--- src/rtl/knn_vote.sv ---
// k-nearest-neighbour majority vote over a sorted bucket chain.
// Scans buckets from nearest outward, tallies classes, then picks the winner.
module knn_vote #(
   parameter int N  = 35,
   parameter int K  = 8,
   parameter int IW = 3,
   parameter int CW = 4
) (
   input  logic          clk,
   input  logic          reset,
   input  logic          start,
   output logic [IW-1:0] rd_idx,
   input  logic          rd_full,
   input  logic [N-1:0]  rd_data,
   output logic          busy,
   output logic          done,
   output logic [2:0]    class_out,
   output logic [CW-1:0] votes,
   output logic          no_data
);

   typedef enum logic [1:0] {IDLE, SCAN, DECIDE, DONE} state_t;

   localparam logic [IW-1:0] LAST   = IW'(K - 1);
   localparam logic [IW:0]   NO_IDX = (IW + 1)'(K);

   state_t state, state_nx;

   logic [CW-1:0] cnt   [8];
   logic [IW-1:0] first [8];
   logic [2:0]    dc;
   logic [2:0]    best_class;
   logic [CW-1:0] best_cnt;
   logic [IW:0]   best_first;

   logic [2:0]    rd_class;
   logic          scan_end;
   logic          upd;
   logic [2:0]    nb_class;
   logic [CW-1:0] nb_cnt;
   logic [IW:0]   nb_first;
   logic          dist_unused;

   assign rd_class    = rd_data[N-1:N-3];
   assign dist_unused = ^rd_data[N-4:0];
   assign scan_end    = !rd_full || (rd_idx == LAST);

   // Equal counts fall back to the class whose earliest entry is nearest.
   always_comb begin
      upd      = 1'b0;
      nb_class = best_class;
      nb_cnt   = best_cnt;
      nb_first = best_first;
      if (cnt[dc] > best_cnt ||
          (cnt[dc] == best_cnt && cnt[dc] != '0 && {1'b0, first[dc]} < best_first))
         upd = 1'b1;
      if (upd) begin
         nb_class = dc;
         nb_cnt   = cnt[dc];
         nb_first = {1'b0, first[dc]};
      end
   end

   always_ff @(posedge clk) begin
      if (reset) state <= IDLE;
      else       state <= state_nx;
   end

   always_comb begin
      state_nx = state;
      case (state)
         IDLE:    if (start) state_nx = SCAN;
         SCAN:    if (scan_end) state_nx = DECIDE;
         DECIDE:  if (dc == 3'd7) state_nx = DONE;
         DONE:    state_nx = IDLE;
         default: state_nx = IDLE;
      endcase
   end

   always_ff @(posedge clk) begin
      if (reset) begin
         rd_idx     <= '0;
         dc         <= '0;
         best_class <= '0;
         best_cnt   <= '0;
         best_first <= NO_IDX;
         class_out  <= '0;
         votes      <= '0;
         no_data    <= 1'b0;
         for (int i = 0; i < 8; i++) begin
            cnt[i]   <= '0;
            first[i] <= '0;
         end
      end else begin
         case (state)
            IDLE: if (start) begin
               rd_idx     <= '0;
               dc         <= '0;
               best_class <= '0;
               best_cnt   <= '0;
               best_first <= NO_IDX;
               for (int i = 0; i < 8; i++) begin
                  cnt[i]   <= '0;
                  first[i] <= '0;
               end
            end
            SCAN: begin
               if (rd_full) begin
                  cnt[rd_class] <= cnt[rd_class] + 1'b1;
                  if (cnt[rd_class] == '0) first[rd_class] <= rd_idx;
               end
               if (scan_end) rd_idx <= '0;
               else          rd_idx <= rd_idx + 1'b1;
            end
            DECIDE: begin
               best_class <= nb_class;
               best_cnt   <= nb_cnt;
               best_first <= nb_first;
               dc         <= dc + 3'd1;
               // Publish on the last compare so results are stable during DONE.
               if (dc == 3'd7) begin
                  class_out <= nb_class;
                  votes     <= nb_cnt;
                  no_data   <= (nb_cnt == '0);
               end
            end
            default: ;
         endcase
      end
   end

   assign busy = (state == SCAN) || (state == DECIDE);
   assign done = (state == DONE);

endmodule
--- config.mk ---
export PLATFORM = sky130hd
export DESIGN_NAME = knn_vote
export DESIGN_NICKNAME = d
export VERILOG_FILES = /design/src/rtl/knn_vote.sv
export SDC_FILE = /design/constraint.sdc
export NUM_CORES = 1
export LEC_CHECK = 0
export BUFFER_PORTS_ARGS = -buffer_cell sky130_fd_sc_hd__clkbuf_2
export CORE_MARGIN = 5
export CORE_UTILIZATION = 60
export CTS_BUF_LIST = sky130_fd_sc_hd__clkbuf_4 sky130_fd_sc_hd__clkbuf_8
export DETAILED_ROUTE_END_ITERATION = 10
export HOLD_SLACK_MARGIN = 0.1
export PLACE_DENSITY = 0.82
export REMOVE_ABC_BUFFERS = 1
export SLEW_MARGIN = 20
export SYNTH_ARGS = -nofsm -noshare
export SYNTH_HDL_FRONTEND = slang
export SYNTH_SLANG_ARGS = --single-unit
--- constraint.sdc ---
create_clock -name clk -period 7.6 [get_ports clk]
set_clock_uncertainty 0.05 [all_clocks]
set_input_delay 1.14 -clock clk [delete_from_list [all_inputs] [get_ports clk]]
set_output_delay 1.14 -clock clk [all_outputs]
set_load 0.05 [all_outputs]
Yosys cells after proc, flatten, opt, wreduce, memory -nomap -nowiden
Memory sizes are Yosys's and may differ from the RTL's. A register that Yosys moved wholly into a read port is not among the register bits.
Index checks and enable logic that the tools add are counted.
{ "classes": {"addsub": 3, "mul": 0, "n_div": 0, "n_lt_le_gt_ge": 2, "eq_ne": 10, "shifts": 0, "muxes": 58, "n_bitwise": 16, "n_reduce_logical": 19} }
{ "ops": {"columns": ["operator", "count"], "rows": [
  ["$mux W3", 18],
  ["$mux W4", 13],
  ["$mux W1", 18],
  ["$pmux W3 S2", 3],
  ["$or A1 B1 Y1", 16],
  ["$pmux W4 S2", 2],
  ["$logic_not A4 Y1", 2],
  ["$ne A2 B2 Y1 const B", 4],
  ["$pmux W2 S4", 1],
  ["$add A3 B1 Y3 const B", 2],
  ["$eq A3 B3 Y1 const B", 2],
  ["$mux W2", 3],
  ["$reduce_and A2 Y1", 3],
  ["$reduce_and A3 Y1", 2],
  ["$add A4 B1 Y4 const B", 1],
  ["$eq A2 B2 Y1 const B", 2],
  ["$eq A4 B4 Y1", 1],
  ["$gt A4 B4 Y1", 1],
  ["$lt A3 B4 Y1", 1],
  ["$reduce_bool A2 Y1", 2],
  ["$reduce_bool A4 Y1", 1],
  ["$reduce_or A4 Y1", 1],
  ["$logic_or A1 B1 Y1", 3],
  ["$reduce_or A3 Y1", 1],
  ["4 further kinds", 5]
]} }
{ "totals": {"ff_bits": 27, "latch_bits": 0, "ramBits": 56, "rom_bits": 0, "inputBits": 39, "elab_cells": 119, "n_memories": 2} }
{ "memory_table": {"columns": ["memory", "depth", "width", "read_ports", "rd_clocked_by_memory_dff", "write_ports", "line_no", "source"], "rows": [
  ["cnt", 8, 4, 2, 1, 8, "29", "logic [CW-1:0] cnt [8];"],
  ["first", 8, 3, 1, 1, 8, "30", "logic [IW-1:0] first [8];"]
]} }

Depth between registers and ports, before layout
Gate-level depths: netlist of the first run.
An unclocked memory read counts as a cell.
{ "depth": {"word_depth": 9, "ltp_mapped": 13, "depth_no_buf": 10} }

Worst setup path before layout of the first run
Ideal clock, no wire load.
{ "synth_timing": {"kind": "input to register", "start": "in rd_data[34]", "end": "mem first[0][0] (enable)", "setup_time_ps": 302, "arrival_time_ps": 3322, "slack_ps": 3926, "path_stages": 13, "cell_sequence": "clkbuf_1 > buf_2 > mux2i_1 > mux4_2 > o21ai_0 > clkbuf_1 > inv_1 > ha_1 > nand2_1 > nor4_1 > clkbuf_1 > nand2_1 > nand2_1"} }
{ "synth_rtl": {"columns": ["element", "line_no", "source"], "rows": [
  ["start: declaration", "14", "input logic [N-1:0] rd_data,"],
  ["end: declaration", "30", null]
]} }

==> out/summary.txt, run 1 <==
status: finished, final reports clean
global route overflow: 0
PortBufs: 19
CTS tree: done
Clock Latency Late Sink: 0.35 ns
Area contributors post-synth: edfxtp_1, dfxtp_1, mux4_1, ha_1, mux4_2
worst hold path type: flip-flop to flip-flop
Mapped Area: 4550 um2
Post-route DRC: 0
critical path startpoint category: flip-flop
VDD IR max: 0.129 mV
filler instances: 551
Final Hold Viols: 0
reg2reg path depth: 9
CTS H-tree depth: 3
R2R Setup Slk: 3.57 ns
area grow syn2layout: 7.76%
Die ar.: 9420 um2
Placed Area: 4700 um2
detailed-router iteration count before antenna repair: 5
FMAX: 0.248 GHz
Crit Path Max Fanout: 13
post-CTS sizing: 0
fin cells: 504
unrepaired setup endpoints after global routing: false
initial antenna violation count: 0
Syn Area/Cell: 11.8 um2
Worst slew margin: 42.9%
layout cells sized above 1: 18.3%
die width: 97.1 um
Worst Tran Pin Value: 0.856 ns
leakage power figure: 0.00194 uW
clk sink count: 86
Core Rows: 31
Vias: 3083
Root Driver: clkbuf_8
pin count of the biggest net entering global routing: 33
count of pins over their slew limit: 0
final cell area excluding filler cells: 4900 um2
wire length per cell: 18.5 um
Final GP Congestion: 0.878
register area share after synthesis: 50.2%
Post-CTS Setup Inserts: 0
total negative slack: 0 ns
first-pass GRT wire length: 15400 um
clk buf depth: 2
ANT cells: 0
area leader, netlist: edfxtp_1
pre-CTS WS: 3.61 ns
DP HPWL: 6460 um
worst endpoint required time: 7.82 ns
min-delay src: votes[0]
Final Core Density: 66.9%
max cap viols: 0
final setup vio count: 0
Total Routed Length: 9320 um
CP arrival: 4.25 ns
Setup CP Type: flip-flop to flip-flop
number of DRC markers in iteration 0: 247
Final period util: 53.0%
GRT Resource Usage Total: 20.4%
IO Count: 52
Final nets: 455
Setup crit end kind: flip-flop
fin crit period: 4.03 ns
hold bufs inserted after CTS: 0
end point of the critical path: best_cnt[1]
vias in the first global route: 3005
PD cells: 278 nW/um2
post-synthesis register bit count: 86
R2R Path End: best_cnt[1]
placed cell count: 488
Core ar.: 7330 um2
Cell variety after synth: 54
setup ws final: 3.57 ns
Clock Pin Slew Worst Setup and Hold Paths: 0.09 ns
Yosys top cell area share: 37.0%
vias per inst: 6.12
ANT nets after route: 0
Yosys Warn Count: 0
synthesized instance count: 386
initial core utilization: 62.1%
Inserted Clock Buffers: 9
chip height: 97.1 um
==> state kept, by name, summed over array words and instances, names as in the netlist, named ones only <==
name / flops
rd_idx: 3
best_class: 3
best_first: 4
votes: 4
state: 2
no_data: 1
class_out: 3
first: 24
dc: 3
best_cnt: 4
cnt: 32
==> logic make-up (layout without fill, tap and decap cells) <==
logic type | count (synthesis) | count (layout) | share of synthesized area (%)
AND/OR/NAND/NOR | 139 | 139 | 14.6
multiplexers | 35 | 35 | 14.2
XOR/XNOR | 2 | 2 | 0.385
AO/OA/AOI/OAI | 60 | 60 | 11.6
flip-flops | 86 | 86 | 50.2
adder cells (fa/ha/maj) | 16 | 16 | 4.40
buffers and inverters | 48 | 67 | 4.62
==> synth_stat cells (all sizes together) <==
master  count
nand3b      2
clkbuf     10
a21bo       1
xnor2       1
or3         2
o22ai       1
xor2        1
a22oi       3
nor3b       1
nand3       6
a22o        1
inv        27
edfxtp     56
mux2i      15
a31oi       1
a311oi      4
and2        7
o211a       1
a32oi       2
a221oi      1
a221o       2
o32ai      10
o21a        1
mux4       17
mux2        3
a211o       5
a31o        2
nor2       48
dfxtp      30
or2         1
a21oi      13
o211ai      2
buf        11
a311o       1
nor3        3
and3       21
nor4        3
nor2b       2
nand2b      4
nand2      37
nand4       2
a211oi      3
o21ai       6
ha         16
==> worst max-delay path, stage by stage, from the launching register on <==
cell and delay [ns]:
dfxtp_1 0.85, mux4_1 0.71, mux2i_2 0.33, inv_1 0.08
ha_1 0.30, nand4_1 0.14, a21oi_1 0.42, a31oi_2 0.23
or3_1 0.63, o32ai_1 0.20
==> where the power goes <==
| part | switching (uW) | total, uW | leakage (uW) | internal [uW] |
|---|---|---|---|---|
| logic | 263 | 406 | 0.000975 | 143 |
| registers | 45.3 | 621 | 0.000850 | 576 |
| clock network | 164 | 334 | 0.000111 | 170 |
| total | 473 | 1360 | 0.00194 | 889 |
==> routing by layer <==
metal,track usage (%),vias to the layer above,share of wire [%]
met5,0,-,0
met4,7.56,0,1.8
met3,3.88,19,6.1
met2,33.0,113,49
met1,27.4,1485,43
li1,-,1466,-
==> cells in the final DEF, fill, tap and decap left out, types with 6 or more instances in the layout <==
cell | Yosys | final
inv_1 | 27 | 27
o32ai_2 | 8 | 8
a21oi_1 | 8 | 8
o21ai_0 | 6 | 6
edfxtp_1 | 56 | 56
and3_1 | 21 | 21
nand2_1 | 37 | 37
nor2_1 | 48 | 48
ha_1 | 16 | 16
clkbuf_8 | 0 | 11
and2_1 | 7 | 7
mux4_2 | 8 | 8
nand3_1 | 6 | 6
clkbuf_2 | 0 | 19
mux4_1 | 9 | 9
dfxtp_1 | 30 | 30
mux2i_1 | 10 | 10
==> worst min-delay path by stage <==
stage	end	slack, ns	cells after the start
floorplan	best_class[1]	0.42	2
global placement	votes[1]	0.41	2
detailed placement	votes[0]	0.41	2
CTS	votes[0]	0.42	2
global route	votes[0]	0.44	2
finish	votes[0]	0.42	2
==> metrics by stage <==
| step | power (uW) | hold WS [ns] |
|---|---|---|
| after floorplan | 922 | 0.424 |
| after global placement | 1020 | 0.408 |
| after detailed placement | 1030 | 0.411 |
| after CTS | 1360 | 0.423 |
| after global routing | 1430 | 0.438 |
| final | 1360 | 0.422 |
==> final cells by class <==
type	instances	area, um2	share of cell area (%)
inverter	27	101	2.07
multi-input combinational	252	2060	42.0
timing repair buffer	24	133	2.71
tap	99	124	2.53
clock inverter	5	53.8	1.10
clock buffer	11	151	3.09
sequential	86	2280	46.6
Power figures use the tool's default switching activity.
==> run 2, diff against run 1 <==
==> constraint.sdc (replaced) <==
create_clock -name clk -period 3.95 [get_ports clk]
set_clock_uncertainty 0.05 [all_clocks]
set_input_delay 0.5925 -clock clk [delete_from_list [all_inputs] [get_ports clk]]
set_output_delay 0.5925 -clock clk [all_outputs]
set_load 0.05 [all_outputs]
==> run 2 against run 1 <==
Effect of this change: sequential share of layout area down 0.35 points; non-clock buffer count up 9; total power up 87%; utilization up 0.51 points; register-to-register slack worse by 3.1 ns; sequential power up 90%.
==> out/summary.txt, run 2 (synthesis results as in run 1) <==
Final nets: 464 (+2.0%)
global route overflow: 0 (unchanged)
Worst slew margin: 44.3% (+1.4 points)
PD cells: 516 nW/um2 (+86%)
initial core utilization: 62.1% (unchanged)
GRT Resource Usage Total: 20.1% (-0.26 points)
first-pass GRT wire length: 15000 um (-2.3%)
vias per inst: 6.05 (-1.1%)
pin count of the biggest net entering global routing: 21 (-36%)
Clock Pin Slew Worst Setup and Hold Paths: 0.08 ns (about the same)
area grow syn2layout: 8.58%
clk sink count: 86 (unchanged)
final setup vio count: 0 (unchanged)
Worst Tran Pin Value: 0.830 ns (-0.0258 ns)
Inserted Clock Buffers: 9 (unchanged)
VDD IR max: 0.318 mV (+150%)
clk buf depth: 2 (unchanged)
Core ar.: 7330 um2 (unchanged)
number of DRC markers in iteration 0: 205 (-17%)
wire length per cell: 17.9 um (-3.2%)
cells along the critical path: buf_4, mux4_1, mux2i_4, inv_1, ha_1, nand3_1, o22ai_1, o21a_1, a31oi_2, a21oi_2, o32ai_1
post-CTS sizing: 0 (unchanged)
final cell area excluding filler cells: 4940 um2 (+0.77%)
DP HPWL: 6580 um (+1.9%)
Final Hold Viols: 0 (unchanged)
pre-CTS WS: 0.511 ns (-3.10 ns)
status: finished, final reports clean
ANT nets after route: 0 (unchanged)
Core Rows: 31 (unchanged)
chip height: 97.1 um (unchanged)
Top delay family on crit path: compound AO/OA/AOI/OAI gates
Biggest register: cnt
final hold slack: 0.422 ns (-0.000855 ns)
Die ar.: 9420 um2 (unchanged)
most common cell after layout, fill and taps aside: edfxtp_1
Largest register FFs: 32 (unchanged)
vias in the first global route: 3017 (+0.40%)
Root Driver: clkbuf_8
die width: 97.1 um (unchanged)
leakage power figure: 0.00196 uW (+1.1%)
most frequent cells in the layout: edfxtp_1, nor2_1, nand2_1, dfxtp_1, inv_1
CTS tree: done
total negative slack: 0 ns (unchanged)
PortBufs: 19 (unchanged)
Clock Latency Late Sink: 0.36 ns (about the same)
IO Count: 52 (unchanged)
hold bufs inserted after CTS: 0 (unchanged)
fin crit period: 3.45 ns (-0.578 ns)
Post-CTS Setup Inserts: 0 (unchanged)
worst endpoint required time: 4.12 ns (-3.70 ns)
Placed Area: 4760 um2 (+1.4%)
Setup CP Type: flip-flop to flip-flop
Setup crit end kind: flip-flop
worst hold path type: flip-flop to flip-flop
Final period util: 87.4% (+34 points)
count of pins over their slew limit: 0 (unchanged)
initial antenna violation count: 0 (unchanged)
FMAX: 0.290 GHz (+17%)
ANT cells: 0 (unchanged)
detailed-router iteration count before antenna repair: 6 (+1)
Worst path max stage delay: 0.64 ns (-0.21 ns)
CP bufs+invs: 2 (+1)
top flop regs: cnt (32), first (24)
layout cells sized above 1: 19.6% (+1.3 points)
Total Routed Length: 9190 um (-1.4%)
setup ws final: 0.497 ns (-3.07 ns)
Critical-path top delay cell: mux4_1
unrepaired setup endpoints after global routing: false
Final GP Congestion: 0.877 (about the same)
critical path startpoint category: flip-flop
Post-route DRC: 0 (unchanged)
Vias: 3104 (+0.68%)
max cap viols: 0 (unchanged)
CTS H-tree depth: 3 (unchanged)
CP arrival: 3.62 ns (-0.63 ns)
Crit Path Max Fanout: 13 (unchanged)
## run 2: through the flow
step | power, uW | utilization [%] | instances
global route | 2670 | 67.4 | 513
floorplan | 1770 | - | 365
detailed placement | 2000 | 65.0 | 497
global placement | 1970 | 65.0 | 497
finish | 2550 | 67.4 | 513
CTS | 2550 | 67.4 | 513
## run 2: area by class of cell
| class | count | area [um2] |
|---|---|---|
| Clock inverter | 6 | 37.5 |
| Sequential cell | 86 | 2280 |
| Timing Repair Buffer | 33 | 200 |
| Clock buffer | 10 | 138 |
| Tap cell | 99 | 124 |
| Fill cell | 544 | 2390 |
| Multi-Input combinational cell | 252 | 2060 |
| Inverter | 27 | 101 |
## run 2: path summary, 6_finish.rpt
path / from / endpoint / cells after the start / slack, ns
worst max register to register: flip-flop / best_cnt[1] / 11 / 0.50
worst min-delay path: votes[3] / votes[3] / 2 / 0.42
worst max-delay path: flip-flop / best_cnt[1] / 11 / 0.50
worst min register to register: votes[3] / votes[3] / 2 / 0.42
## run 2: routing by layer
metal | up-vias | GRT usage, % | share of wire, %
li1 | 1486 | - | -
met1 | 1489 | 25.9 | 42
met2 | 114 | 33.0 | 49
met3 | 15 | 4.45 | 6.7
met4 | 0 | 8.10 | 2.1
met5 | - | 0 | 0
## run 2: power breakdown
| part | leakage (uW) | switching, uW | total, uW | internal, uW |
|---|---|---|---|---|
| Clock | 0.0000873 | 313 | 555 | 242 |
| Combinational | 0.00102 | 514 | 809 | 295 |
| Sequential | 0.000850 | 76.3 | 1180 | 1110 |
## run 2: worst min-delay path, cell delays in order (launching register included)
cell and delay, ns:
dfxtp_1 0.31, nand2_1 0.07, a21oi_2 0.05
